File: src/rtl/rs_pkg.sv
// rs_pkg: shared constants for the byte-serial RS(255,239) encoder.
//   GF_POLY  : field polynomial for GF(2^8), x^8+x^4+x^3+x^2+1
//   RS_NPAR  : parity bytes per codeword
//   RS_GEN   : low 16 coefficients of monic g~(x) = prod_{i=1..16}(x + alpha^-i),
//              RS_GEN[k] multiplies x^k; the x^16 term is an implicit 1
//   gf_mul   : pure combinational GF(2^8) multiply
package rs_pkg;
  localparam logic [8:0] GF_POLY      = 9'h11D;
  localparam int         RS_NPAR      = 16;
  // alpha^-1 under 0x11D: 0x8E * 2 = 0x11C, reduced -> 0x01
  localparam logic [7:0] GF_ALPHA_INV = 8'h8E;

  typedef enum logic {MSG = 1'b0, PAR = 1'b1} rs_state_e;

  function automatic logic [7:0] gf_mul(input logic [7:0] a, input logic [7:0] b);
    logic [7:0] acc;
    logic [7:0] sh;
    acc = '0;
    sh  = a;
    for (int i = 0; i < 8; i++) begin
      if (b[i]) acc = acc ^ sh;
      sh = {sh[6:0], 1'b0} ^ (sh[7] ? GF_POLY[7:0] : 8'h00);
    end
    return acc;
  endfunction

  // Expands the generator at elaboration: multiply by (x + root) for
  // root = alpha^-1 .. alpha^-16, coefficients kept in ascending degree.
  function automatic logic [RS_NPAR-1:0][7:0] rs_gen_calc();
    logic [RS_NPAR:0][7:0] g;
    logic [7:0]            root;
    g    = '0;
    g[0] = 8'h01;
    root = 8'h01;
    for (int i = 1; i <= RS_NPAR; i++) begin
      root = gf_mul(root, GF_ALPHA_INV);
      for (int k = i; k >= 1; k--) g[k] = g[k-1] ^ gf_mul(g[k], root);
      g[0] = gf_mul(g[0], root);
    end
    return g[RS_NPAR-1:0];
  endfunction

  localparam logic [RS_NPAR-1:0][7:0] RS_GEN = rs_gen_calc();
endpackage

File: src/rtl/gf256_mul.sv
// gf256_mul: combinational GF(2^8) multiplier (poly 0x11D).
//   a, b : operands
//   p    : product
module gf256_mul
  import rs_pkg::*;
(
  input  logic [7:0] a,
  input  logic [7:0] b,
  output logic [7:0] p
);
  assign p = gf_mul(a, b);
endmodule

File: src/rtl/rs_encoder_serial.sv
// rs_encoder_serial: systematic RS(255,239) encoder, one byte per cycle.
// Message bytes pass straight through, then the 16 parity bytes held in the
// division LFSR are shifted out MSB-first. K < 239 gives a shortened code.
//   clk, rst_n          : clock, async active-low reset
//   in_data/valid/last  : message byte stream (in_last is only checked)
//   in_ready            : byte accepted this cycle when in_valid
//   out_data/valid      : registered codeword byte stream
//   out_first/out_last  : codeword byte 0 / final parity byte
//   out_ready           : sink accepts out_data
//   frame_err           : one-cycle pulse when in_last disagrees with the count
module rs_encoder_serial
  import rs_pkg::*;
#(
  parameter int K = 239
) (
  input  logic       clk,
  input  logic       rst_n,
  input  logic [7:0] in_data,
  input  logic       in_valid,
  input  logic       in_last,
  output logic       in_ready,
  output logic [7:0] out_data,
  output logic       out_valid,
  output logic       out_first,
  output logic       out_last,
  input  logic       out_ready,
  output logic       frame_err
);
  localparam logic [7:0] LAST_MSG = 8'(K - 1);
  localparam logic [7:0] LAST_PAR = 8'(RS_NPAR - 1);

  rs_state_e                   state, state_nxt;
  logic [7:0]                  cnt;
  logic [RS_NPAR-1:0][7:0]     r;
  logic [RS_NPAR-1:0][7:0]     prod;
  logic [RS_NPAR-1:0][7:0]     r_div;
  logic [7:0]                  fb;
  logic                        slot_free;
  logic                        accept;
  logic                        par_load;
  logic                        cnt_last_msg;
  logic                        cnt_last_par;

  assign fb           = in_data ^ r[RS_NPAR-1];
  assign slot_free    = !out_valid || out_ready;
  assign accept       = in_valid && in_ready;
  assign par_load     = (state == PAR) && slot_free;
  assign cnt_last_msg = (cnt == LAST_MSG);
  assign cnt_last_par = (cnt == LAST_PAR);

  // Feedback times each generator coefficient.
  for (genvar k = 0; k < RS_NPAR; k++) begin : g_mul
    gf256_mul u_mul (
      .a (fb),
      .b (RS_GEN[k]),
      .p (prod[k])
    );
  end

  always_comb begin
    r_div[0] = prod[0];
    for (int k = 1; k < RS_NPAR; k++) r_div[k] = r[k-1] ^ prod[k];
  end

  // FSM: state register
  always_ff @(posedge clk or negedge rst_n) begin
    if (!rst_n) state <= MSG;
    else        state <= state_nxt;
  end

  // FSM: next state
  always_comb begin
    state_nxt = state;
    case (state)
      MSG: if (accept && cnt_last_msg)   state_nxt = PAR;
      PAR: if (par_load && cnt_last_par) state_nxt = MSG;
      default:                           state_nxt = MSG;
    endcase
  end

  // FSM: outputs
  always_comb begin
    in_ready = (state == MSG) && slot_free;
  end

  // Datapath. Under backpressure neither branch fires, so every register
  // (outputs, LFSR, count) holds.
  always_ff @(posedge clk or negedge rst_n) begin
    if (!rst_n) begin
      out_data  <= '0;
      out_valid <= 1'b0;
      out_first <= 1'b0;
      out_last  <= 1'b0;
      frame_err <= 1'b0;
      r         <= '0;
      cnt       <= '0;
    end else begin
      frame_err <= 1'b0;
      if (accept) begin
        out_data  <= in_data;
        out_valid <= 1'b1;
        out_first <= (cnt == 8'd0);
        out_last  <= 1'b0;
        r         <= r_div;
        cnt       <= cnt_last_msg ? 8'd0 : cnt + 8'd1;
        // Framing follows the count; in_last is advisory only.
        frame_err <= (in_last != cnt_last_msg);
      end else if (par_load) begin
        out_data  <= r[RS_NPAR-1];
        out_valid <= 1'b1;
        out_first <= 1'b0;
        out_last  <= cnt_last_par;
        r         <= {r[RS_NPAR-2:0], 8'h00};
        cnt       <= cnt_last_par ? 8'd0 : cnt + 8'd1;
      end else if (slot_free) begin
        out_valid <= 1'b0;
      end
    end
  end
endmodule

File: config.mk
export PLATFORM = sky130hd
export DESIGN_NAME = rs_encoder_serial
export DESIGN_NICKNAME = d
export VERILOG_FILES = /design/src/rtl/rs_pkg.sv /design/src/rtl/gf256_mul.sv /design/src/rtl/rs_encoder_serial.sv
export SDC_FILE = /design/constraint.sdc
export NUM_CORES = 1
export LEC_CHECK = 0
export ABC_AREA = 1
export ABC_CLOCK_PERIOD_IN_PS = 4820
export CAP_MARGIN = 30
export CORE_UTILIZATION = 35
export DETAILED_ROUTE_END_ITERATION = 8
export PLACE_DENSITY_LB_ADDON = 0.2
export SKIP_CTS_REPAIR_TIMING = 1
export SLEW_MARGIN = 20
export SYNTH_ARGS = -nofsm -noshare
export SYNTH_HDL_FRONTEND = slang
export SYNTH_HIERARCHICAL = 1
export SYNTH_SLANG_ARGS = --single-unit
File: constraint.sdc
create_clock -name clk -period 4.82 [get_ports clk]
set_clock_uncertainty 0.15 [all_clocks]
set_input_delay 0.964 -clock clk [delete_from_list [all_inputs] [get_ports clk]]
set_output_delay 0.964 -clock clk [all_outputs]
set_load 0.1 [all_outputs]
# [Word level (Yosys, flattened, before mapping)]
# Cells that the tools add are included.
[classes] addsub=1 n_mul=0 n_div=0 order_cmp=0 n_eq_ne=3 n_shift=0 mux=26 bitwise=63 reduce_logical=10
[ops] cell="$xor A8 B8 Y8" n=62
[ops] cell="$mux W128" n=2
[ops] cell="$mux W8" n=6
[ops] cell="$mux W5" n=7
[ops] cell="$mux W1" n=10
[ops] cell="$add A8 B1 Y8 const B" n=1
[ops] cell="$eq A8 B4 Y1 const B" n=1
[ops] cell="$eq A8 B8 Y1 const B" n=1
[ops] cell="$logic_not A8 Y1" n=1
[ops] cell="$logic_and A1 B1 Y1" n=5
[ops] cell="$reduce_bool A3 Y1" n=1
[ops] cell="$pmux W1 S2" n=1
[ops] cell="$reduce_bool A2 Y1" n=1
[ops] cell="$logic_not A1 Y1" n=1
[ops] cell="$logic_or A1 B1 Y1" n=1
[ops] cell="$ne A1 B1 Y1" n=1
[ops] cell="$not A1 Y1" n=1
[word_totals] regBits=149 latchBits=0 mem_bits_rw=0 romBits=0 in_bits=13 out_inout_bits=13 wordCells=126 memories=0

# [Logic depth before layout (Yosys ltp)]
# Gate-level depths: netlist of the first run.
[logic_depth] word_depth=18 ltp_mapped=20 depth_no_buf=20

# [Hierarchy]
# The synthesis of the first run kept the hierarchy.
[modules_own_cells] module="gf256_mul (g_mul[10].u_mul ...)" n_inst=15 cells_per_inst=335 area_per_inst_um2=1616.6 seq_area_each_um2=0.0
[modules_own_cells] module="rs_encoder_serial" n_inst=1 cells_per_inst=1201 area_per_inst_um2=8280.4 seq_area_each_um2=3728.6
[modules_own_cells] module="gf256_mul (g_mul[0].u_mul)" n_inst=1 cells_per_inst=326 area_per_inst_um2=1551.5 seq_area_each_um2=0.0

# [Least setup slack after synthesis of the first run]
# OpenSTA, ideal clock, no wires.
[synth_path] path_type="in2reg" startpoint="in in_data[6]" endpoint="reg r[28] in the netlist's numbering" setup_time_ps=118 arrival_ps=5567 required_time_ps=4552 path_slack_ps=-1015 cell_stages=20 n_path_buf=0 cell_sequence="xor2_1 -> inv_2 -> nand2_1 -> nand3_2 -> nand2_1 -> nand2_1 -> nand2_2 -> nand2_2 -> nand2_2 -> inv_1 -> nor2_1 -> nand2_1 -> nand2_1 -> inv_1 -> nand2_1 -> nand2_1 -> nand2_1 -> nand2_1 -> nand3_1 -> nand2_1"
[synth_lines] item="start: declaration" line_no="rs_encoder_serial.sv:18" text="input logic [7:0] in_data,"
[synth_lines] item="end signal: assignment" line_no="rs_encoder_serial.sv:104" text="r <= r_div;"
[synth_lines] item="end signal: assignment" line_no="rs_encoder_serial.sv:113" text="r <= {r[RS_NPAR-2:0], 8'h00};"
[synth_lines] item="end: declaration" line_no="rs_encoder_serial.sv:34" text="logic [RS_NPAR-1:0][7:0] r;"

==> metrics.txt, run 1 <==
Vias/cell 4.517; top fanout value on the critical path 17; RR Startpoint r[127]; clock-pin slew on the worst setup and hold paths 70 ps; Post-Synthesis Cells 6552; crit share post-route 0.7700; most common cell after layout, fill and taps aside nand2_1; Hold Vio Cnt, Final 0; Hold Crit Start out_last; Max Root-Sink Buffers 2; post-synth cell types 30; number of buffers created by CTS 17; number of routed nets with antenna violations 0; Mean Syn Cell Area 5.201 µm²; FF+latch count, synth 149; top achievable clock speed 0.2695 GHz; die area 98620 µm²; Overflow after GRT 0; RSZ-0062 raised after global routing false; Worst Reg-to-Reg Cells 19; Overall Global Routing Usage 0.2007; Hold Crit Depth 2; ANT cells 0; Critical Path Start Type input port; Sink Count 149; area of the multi-input gates 27620 µm²; hpwl dp 75870 µm; Clock Tree Root clkbuf_16; R2R Path End r[74]; per-cell routed wire length 12.08 µm; Post-route DRC 0; IO Count 26; Worst Setup End Kind register; share of cells above drive strength 1 0.08335; # nets final 6891; initial core utilization 0.3529; number of setup violations in the final report 0; first-pass GRT wire length 164500 µm; CTS tree done; setup slack, reg-to-reg 1720 ps; status completed; drt first pass iters 5; register area share after synthesis 0.1094; number of max-cap violations 0; fillers 10.71k; required time worst endpoint 5030 ps; site row count 114; Hold Crit Endpoint out_last; Routed WL 98600 µm; Die X 314.0 µm; Crit Path Class in -> reg; setup_tns 0 ps; vias 36.87k; number of global-route vias before repair 32.83k; core area 96570 µm²; Final Non-Filler Cells 8163; GPL Wtd Cong 0.9180; H-tree Lvls 4; Rel. slew slack 0.3330; Tmin final 3711 ps; worst hold path class reg -> reg; count of final max-slew check failures 0; Slew @ Worst Pin 997.3 ps; worst-skew pair later-pin latency 480 ps; initial antenna violation count 0; commonest cells after routing, fill and taps aside nand2_1, nand3_1, inv_1; Die Height 314.0 µm; Area Growth Syn to Fin 10.58%; largest net degree at the start of global routing 141; warnings from Yosys 6; Worst EP arrival 3920 ps; register area 3729 µm²; 1st-iter DRT viols 2349; placed cells 8132; port bufs 25; Synth Cell Area 34080 µm²
-- worst max path at each step --
| stage | start | endpoint | cells after the start |
|---|---|---|---|
| floorplan | in_data[6] | r[28] | 20 |
| finish | in_data[7] | r[74] | 20 |
| global placement | in_data[7] | r[74] | 20 |
| global route | in_data[7] | r[77] | 23 |
| CTS | in_data[7] | r[74] | 20 |
| detailed placement | in_data[7] | r[75] | 20 |
-- logic make-up (layout without fill, tap and decap cells) --
| kind of cell | Yosys count | in the layout | share of synthesized area |
|---|---|---|---|
| adders and majority gates | 3 | 3 | 0.001102 |
| other | 2 | 419 | 0.0002204 |
| xor gates and xnor gates | 488 | 488 | 0.1428 |
| DFF | 149 | 149 | 0.1094 |
| and+or+nand+nor | 4781 | 4781 | 0.6003 |
| buffers and inverters | 1040 | 958 | 0.1308 |
| AOI/OAI and AO/OA | 89 | 89 | 0.01527 |
-- worst max-delay path, stage by stage --
cell and delay (ps):
clkdlybuf4s50_1 590, xor2_4 180, buf_12 190, buf_4 260
buf_4 300, inv_2 130, nand2_1 100, nand2_1 80
xnor2_1 300, nor2_1 80, nand2_1 80, nand2_1 50
nand2_1 50, nand2_1 60, nand2_1 50, inv_1 30
nor2_1 130, nand3_1 90, nand3_1 110, nand2_1 60
-- layout make-up --
cell class	count	share of cell area
Sequential cell	149	0.09893
Clock inverter	11	0.002722
Inverter	838	0.08373
Timing Repair Buffer	89	0.02739
Clock buffer	20	0.01212
Tap cell	1276	0.04236
Multi-Input combinational cell	5780	0.7327
-- Yosys cell counts --
cell type / n / area share
nor2_1: 307 / 0.034
xnor2_1: 162 / 0.042
o21bai_1: 1 / 0.00022
buf_2: 54 / 0.0079
clkbuf_1: 57 / 0.0063
nand2_1: 3185 / 0.35
nand3_2: 31 / 0.0091
nand3b_1: 62 / 0.014
xor2_1: 247 / 0.063
inv_2: 56 / 0.0062
buf_1: 3 / 0.00033
buf_4: 46 / 0.010
a21oi_2: 1 / 0.00026
o21ai_0: 27 / 0.0040
nand4_1: 47 / 0.0086
o211ai_1: 2 / 0.00044
inv_1: 782 / 0.086
conb_1: 2 / 0.00022
xnor2_2: 79 / 0.038
or2_1: 15 / 0.0028
a21oi_1: 20 / 0.0029
nand2_4: 31 / 0.010
dfrtp_1: 149 / 0.11
o21ai_2: 17 / 0.0044
ha_1: 3 / 0.0011
nor2_2: 46 / 0.0084
buf_6: 42 / 0.014
o21ai_1: 21 / 0.0031
nand3_1: 848 / 0.12
nand2_2: 209 / 0.038
-- layer usage --
metal | GRT usage | routed length, µm
met4 | 0.02982 | 795
met3 | 0.01436 | 2977
met2 | 0.3495 | 46270
met1 | 0.2742 | 48560
met5 | 0 | 0
-- per-stage QoR --
stage	setup WS [ps]	hold slack (ps)	utilization	instance area, µm²
floorplan	332.0	321.3	-	35690
global placement	666.2	322.8	0.3845	37130
detailed placement	616.9	327.9	0.3845	37130
CTS	1134	347.6	0.3903	37690
global route	805.1	380.1	0.3903	37690
finish	1109	342.1	0.3903	37690
-- state kept, by name (all words and copies together), names as in the netlist --
signal,flops
out_first,1
frame_err,1
out_valid,1
out_last,1
cnt,8
r,128
state,1
out_data,8
Power of run 1 is left out: the tool's default activity adds up to more than one toggle a clock period on the data nets, which glitch-free logic cannot reach.
==> run 2, diff against run 1 <==
- ABC_CLOCK_PERIOD_IN_PS: 4820 -> 3480
- clock period: 4.82 -> 3.48 ns (I/O delays scaled with it)
==> run 2 against run 1 <==
First-iteration DRC count decreased by 1.4%. Setup slack got worse by 800 ps. Final cell count increased by 6.3%. Count of clock-buffer cells in the layout unchanged. Critical path type unchanged. Critical endpoint is now r[52].
==> metrics.txt, run 2 (synthesized netlist as in run 1, its figures left out) <==
Area Growth Syn to Fin 22.75%; count of final max-slew check failures 0 (unchanged); Die Height 314.0 µm (unchanged); number of buffers created by CTS 17 (unchanged); # nets final 7401 (+7.4%); Crit Path Class in -> reg; top achievable clock speed 0.3152 GHz; top fanout value on the critical path 25 (+8); vias 38.87k (+5.4%); Worst EP arrival 3420 ps (-500 ps); Final Non-Filler Cells 8674 (+6.3%); Max Root-Sink Buffers 2 (unchanged); Most flops, register r; RSZ-0062 raised after global routing false; 1st-iter DRT viols 2316 (-1.4%); Vias/cell 4.481 (-0.80%); clock-pin slew on the worst setup and hold paths 70 ps (about the same); GPL Wtd Cong 0.9020 (-1.7%); number of setup violations in the final report 0 (unchanged); number of routed nets with antenna violations 0 (unchanged); Clock Tree Root clkbuf_16; most common cell after layout, fill and taps aside nand2_1; die area 98620 µm² (unchanged); setup_tns 0 ps (unchanged); hpwl dp 81960 µm (+8.0%); commonest cells after routing, fill and taps aside nand2_1, nand3_1, inv_1; Post-route DRC 0 (unchanged); minimum hold slack 81.47 ps (-260.6 ps); first-pass GRT wire length 171000 µm (+4.0%); initial core utilization 0.3529 (unchanged); largest net degree at the start of global routing 89 (-37%); Worst Setup End Kind register; Slew @ Worst Pin 763.6 ps (-233.8 ps); drt first pass iters 8 (+3); Sink Count 149 (unchanged); H-tree Lvls 4 (unchanged); Rel. slew slack 0.4910 (+0.1579); worst-skew pair later-pin latency 510 ps (+30 ps); required time worst endpoint 3730 ps (-1300 ps); crit share post-route 0.9116; Die X 314.0 µm (unchanged); share of cells above drive strength 1 0.1484 (+0.06507); IO Count 26 (unchanged); core area 96570 µm² (unchanged); Overall Global Routing Usage 0.2091 (+0.008350); flip-flop count of the largest register after layout 128 (unchanged); Post-Place Setup Slack -206.1 ps (-823.0 ps); site row count 114 (unchanged); port bufs 25 (unchanged); number of global-route vias before repair 35.03k (+6.7%); Routed WL 102400 µm (+3.8%); Critical Path Start Type input port; worst hold path class in -> async; placed cells 8642 (+6.3%); Hold Vio Cnt, Final 0 (unchanged); biggest regs r x128, cnt x8, out_data x8; Tmin final 3172 ps; per-cell routed wire length 11.80 µm (-2.3%); Overflow after GRT 0 (unchanged); number of max-cap violations 0 (unchanged); CTS tree done; ANT cells 0 (unchanged); status completed; final worst setup slack 307.7 ps (-801.1 ps); initial antenna violation count 0 (unchanged)
==> run 2: path summary, 6_finish.rpt <==
path	startpoint	to	slack, ps	depth (start not counted)
max in group asynchronous	rst_n	r[92]	2330	2
min reg2reg	out_first	out_first	350	2
min in group clk	out_first	out_first	350	2
min	rst_n	r[45]	80	1
max reg2reg	r[127]	r[52]	610	21
max	in_data[7]	r[52]	310	22
==> run 2: routing by layer <==
metal | vias up | GRT usage | part of all wire
met5 | - | 0 | 0
met4 | 0 | 0.04800 | 0.017
met3 | 95 | 0.01561 | 0.027
met2 | 515 | 0.3592 | 0.46
met1 | 17116 | 0.2829 | 0.49
li1 | 21144 | - | -
==> run 2: critical path, cell delays in order <==
cell,delay [ps]
clkdlybuf4s50_1,590
xor2_4,180
buf_12,180
buf_12,220
inv_2,110
nand2_1,90
nand3_1,100
nand2_1,190
nand2_1,90
buf_4,140
nand2_1,50
nand2_1,60
nand3_1,80
nand2_1,50
nand2_1,80
inv_1,40
nand2_1,60
nand2_1,100
nand2_1,90
nand2_1,60
nand3_1,70
nand2_1,60
==> run 2: per-stage QoR <==
stage	area [µm²]	utilization
after detailed placement	41200	0.4267
after floorplan	35770	-
final	41830	0.4332
after CTS	41830	0.4332
after global routing	41830	0.4332
after global placement	41200	0.4267
==> run 2: final cells by class <==
cell class | count | area (µm²)
fillers | 10469 | 54730
multi-input cells | 5780 | 27620
repair buffers | 599 | 5104
flip-flops and latches | 149 | 3729
inverters | 838 | 3156
well taps | 1276 | 1597
clock buffers | 20 | 466.7
clock inverters | 12 | 166.4
Power of run 2 is left out for the same reason.
==> run 3, diff against run 2 <==
- CORE_ASPECT_RATIO: not set -> 1.2
- HOLD_SLACK_MARGIN: not set -> 0.05
==> run 3 against run 2 <==
Final area increased by 0.80%. Maximum frequency increased by 0.82%. Critical path type unchanged. Count of clock-buffer cells in the layout decreased by 1. Non-clock buffer count increased by 45. Via count about the same. Global-route usage decreased by 0.35 points. Routed wire length decreased by 1.4%. Sequential share of layout area decreased by 0.070 points.
==> metrics.txt, run 3 (synthesized netlist as in run 1, its figures left out) <==
initial antenna violation count 0 (unchanged); ANT cells 0 (unchanged); area of the multi-input gates 27620 µm² (unchanged); IO Count 26 (unchanged); number of buffers created by CTS 17 (unchanged); Final Non-Filler Cells 8711 (+0.43%); number of routed nets with antenna violations 0 (unchanged); largest net degree at the start of global routing 141 (+58%); Sink Count 149 (unchanged); initial core utilization 0.3526 (about the same); vias 38.91k (+0.093%); most common cell after layout, fill and taps aside nand2_1; Overflow after GRT 0 (unchanged); Rel. slew slack 0.5321 (+0.04113); placed cells 8680 (+0.44%); Tmin final 3146 ps (-25.92 ps); number of global-route vias before repair 35.00k (-0.088%); grt met2 use 0.3753 (+0.01607); Slew @ Worst Pin 701.9 ps (-61.69 ps); status completed; GR Util met3 0.01857 (+0.002955); clock-pin slew on the worst setup and hold paths 70 ps (about the same); biggest regs r x128, cnt x8, out_data x8; # nets final 7446 (+0.61%); top fanout value on the critical path 34 (+36%); RSZ-0062 raised after global routing false; Hold Vio Cnt, Final 0 (unchanged); Critical Path Start Type input port; Routed WL 100900 µm (-1.4%); Most flops, register r; H-tree Lvls 4 (unchanged); crit share post-route 0.9041 (-0.007447); per-cell routed wire length 11.59 µm (-1.8%); global route hottest layer met2; GPL Wtd Cong 0.8976 (-0.49%); Overall Global Routing Usage 0.2056 (-0.003505); worst-skew pair later-pin latency 490 ps (-20 ps); Clock Tree Root clkbuf_16; share of cells above drive strength 1 0.1531 (+0.004652); count of final max-slew check failures 0 (unchanged); Vias/cell 4.466 (-0.33%); 1st-iter DRT viols 2064 (-11%); Die Height 343.8 µm (+9.5%); top achievable clock speed 0.3178 GHz (+0.82%); CTS tree done; commonest cells after routing, fill and taps aside nand2_1, nand3_1, inv_1; Max Root-Sink Buffers 2 (unchanged); register area 3729 µm² (unchanged); Crit Path Class in -> reg; worst hold path class reg -> reg; Worst EP arrival 3360 ps (-60 ps); site row count 125 (+9.6%); Worst Setup End Kind register; number of setup violations in the final report 0 (unchanged); drt first pass iters 6 (-2); first-pass GRT wire length 168300 µm (-1.6%); grt met1 use 0.2575 (-0.02539); Area Growth Syn to Fin 23.72%; flip-flop count of the largest register after layout 128 (unchanged); required time worst endpoint 3690 ps (-40 ps); hpwl dp 81110 µm (-1.0%); die area 98630 µm² (about the same); Die X 286.9 µm (-8.7%); number of max-cap violations 0 (unchanged); fillers 10.64k (+1.7%); port bufs 25 (unchanged); core area 96660 µm² (about the same); Post-route DRC 0 (unchanged)
run 3: cell types whose count changed in the layout (fill, tap and decap cells not counted), moves of 2 or more:
cell      before  now
clkinv_4       4    1
clkbuf_8       3    1
buf_12        46   51
clkinv_2       0    2
buf_4        541  580
run 3: worst paths after layout:
check                                 from       end  slack (ps)  cells after the start
worst max-delay path            in_data[0]    r[122]         330                     19
worst min-delay path              out_last  out_last         340                      2
worst max register to register      r[121]     r[86]         630                     19
worst min register to register    out_last  out_last         340                      2
max in group asynchronous            rst_n    r[111]        1750                      3
min in group asynchronous            rst_n    r[121]         630                      2
run 3: area by class of cell:
type,instances,area share
repair buffers,644,0.1306
clock inverters,11,0.003027
clock buffers,19,0.01050
flip-flops and latches,149,0.08843
multi-input cells,5780,0.6549
well taps,1270,0.03769
inverters,838,0.07484
run 3: per-stage QoR:
step	utilization	instance area [µm²]	setup slack, ps	hold slack, ps	TNS [ps]
2_1_floorplan	-	35770	57.37	250.4	0
3_3_place_gp	0.4302	41580	-138.3	320.0	-3263
3_5_place_dp	0.4302	41580	-158.3	321.9	-6019
4_1_cts	0.4361	42160	354.3	14.54	0
5_1_grt	0.4362	42170	88.95	371.4	0
6_report	0.4362	42170	333.7	339.1	0
run 3: worst max-delay path: stages:
cell             delay (ps)
clkdlybuf4s50_1         600
xor2_4                  250
buf_12                  280
buf_4                   170
inv_1                    40
nand2_1                  70
nand3_1                  90
xnor2_1                 210
inv_1                    70
o21ai_1                 110
nand2_1                  70
nand2_1                  60
nand2_1                  60
nand2_1                  60
inv_1                    30
nor2_1                  130
nand3_1                  90
nand3_1                 170
nand2_1                  80
run 3: per-layer routing:
layer / up-vias / part of all wire
met3: 104 / 0.025
met2: 469 / 0.49
met1: 17095 / 0.47
li1: 21238 / -
met5: - / 0
met4: 0 / 0.019
Power of run 3 is left out for the same reason.
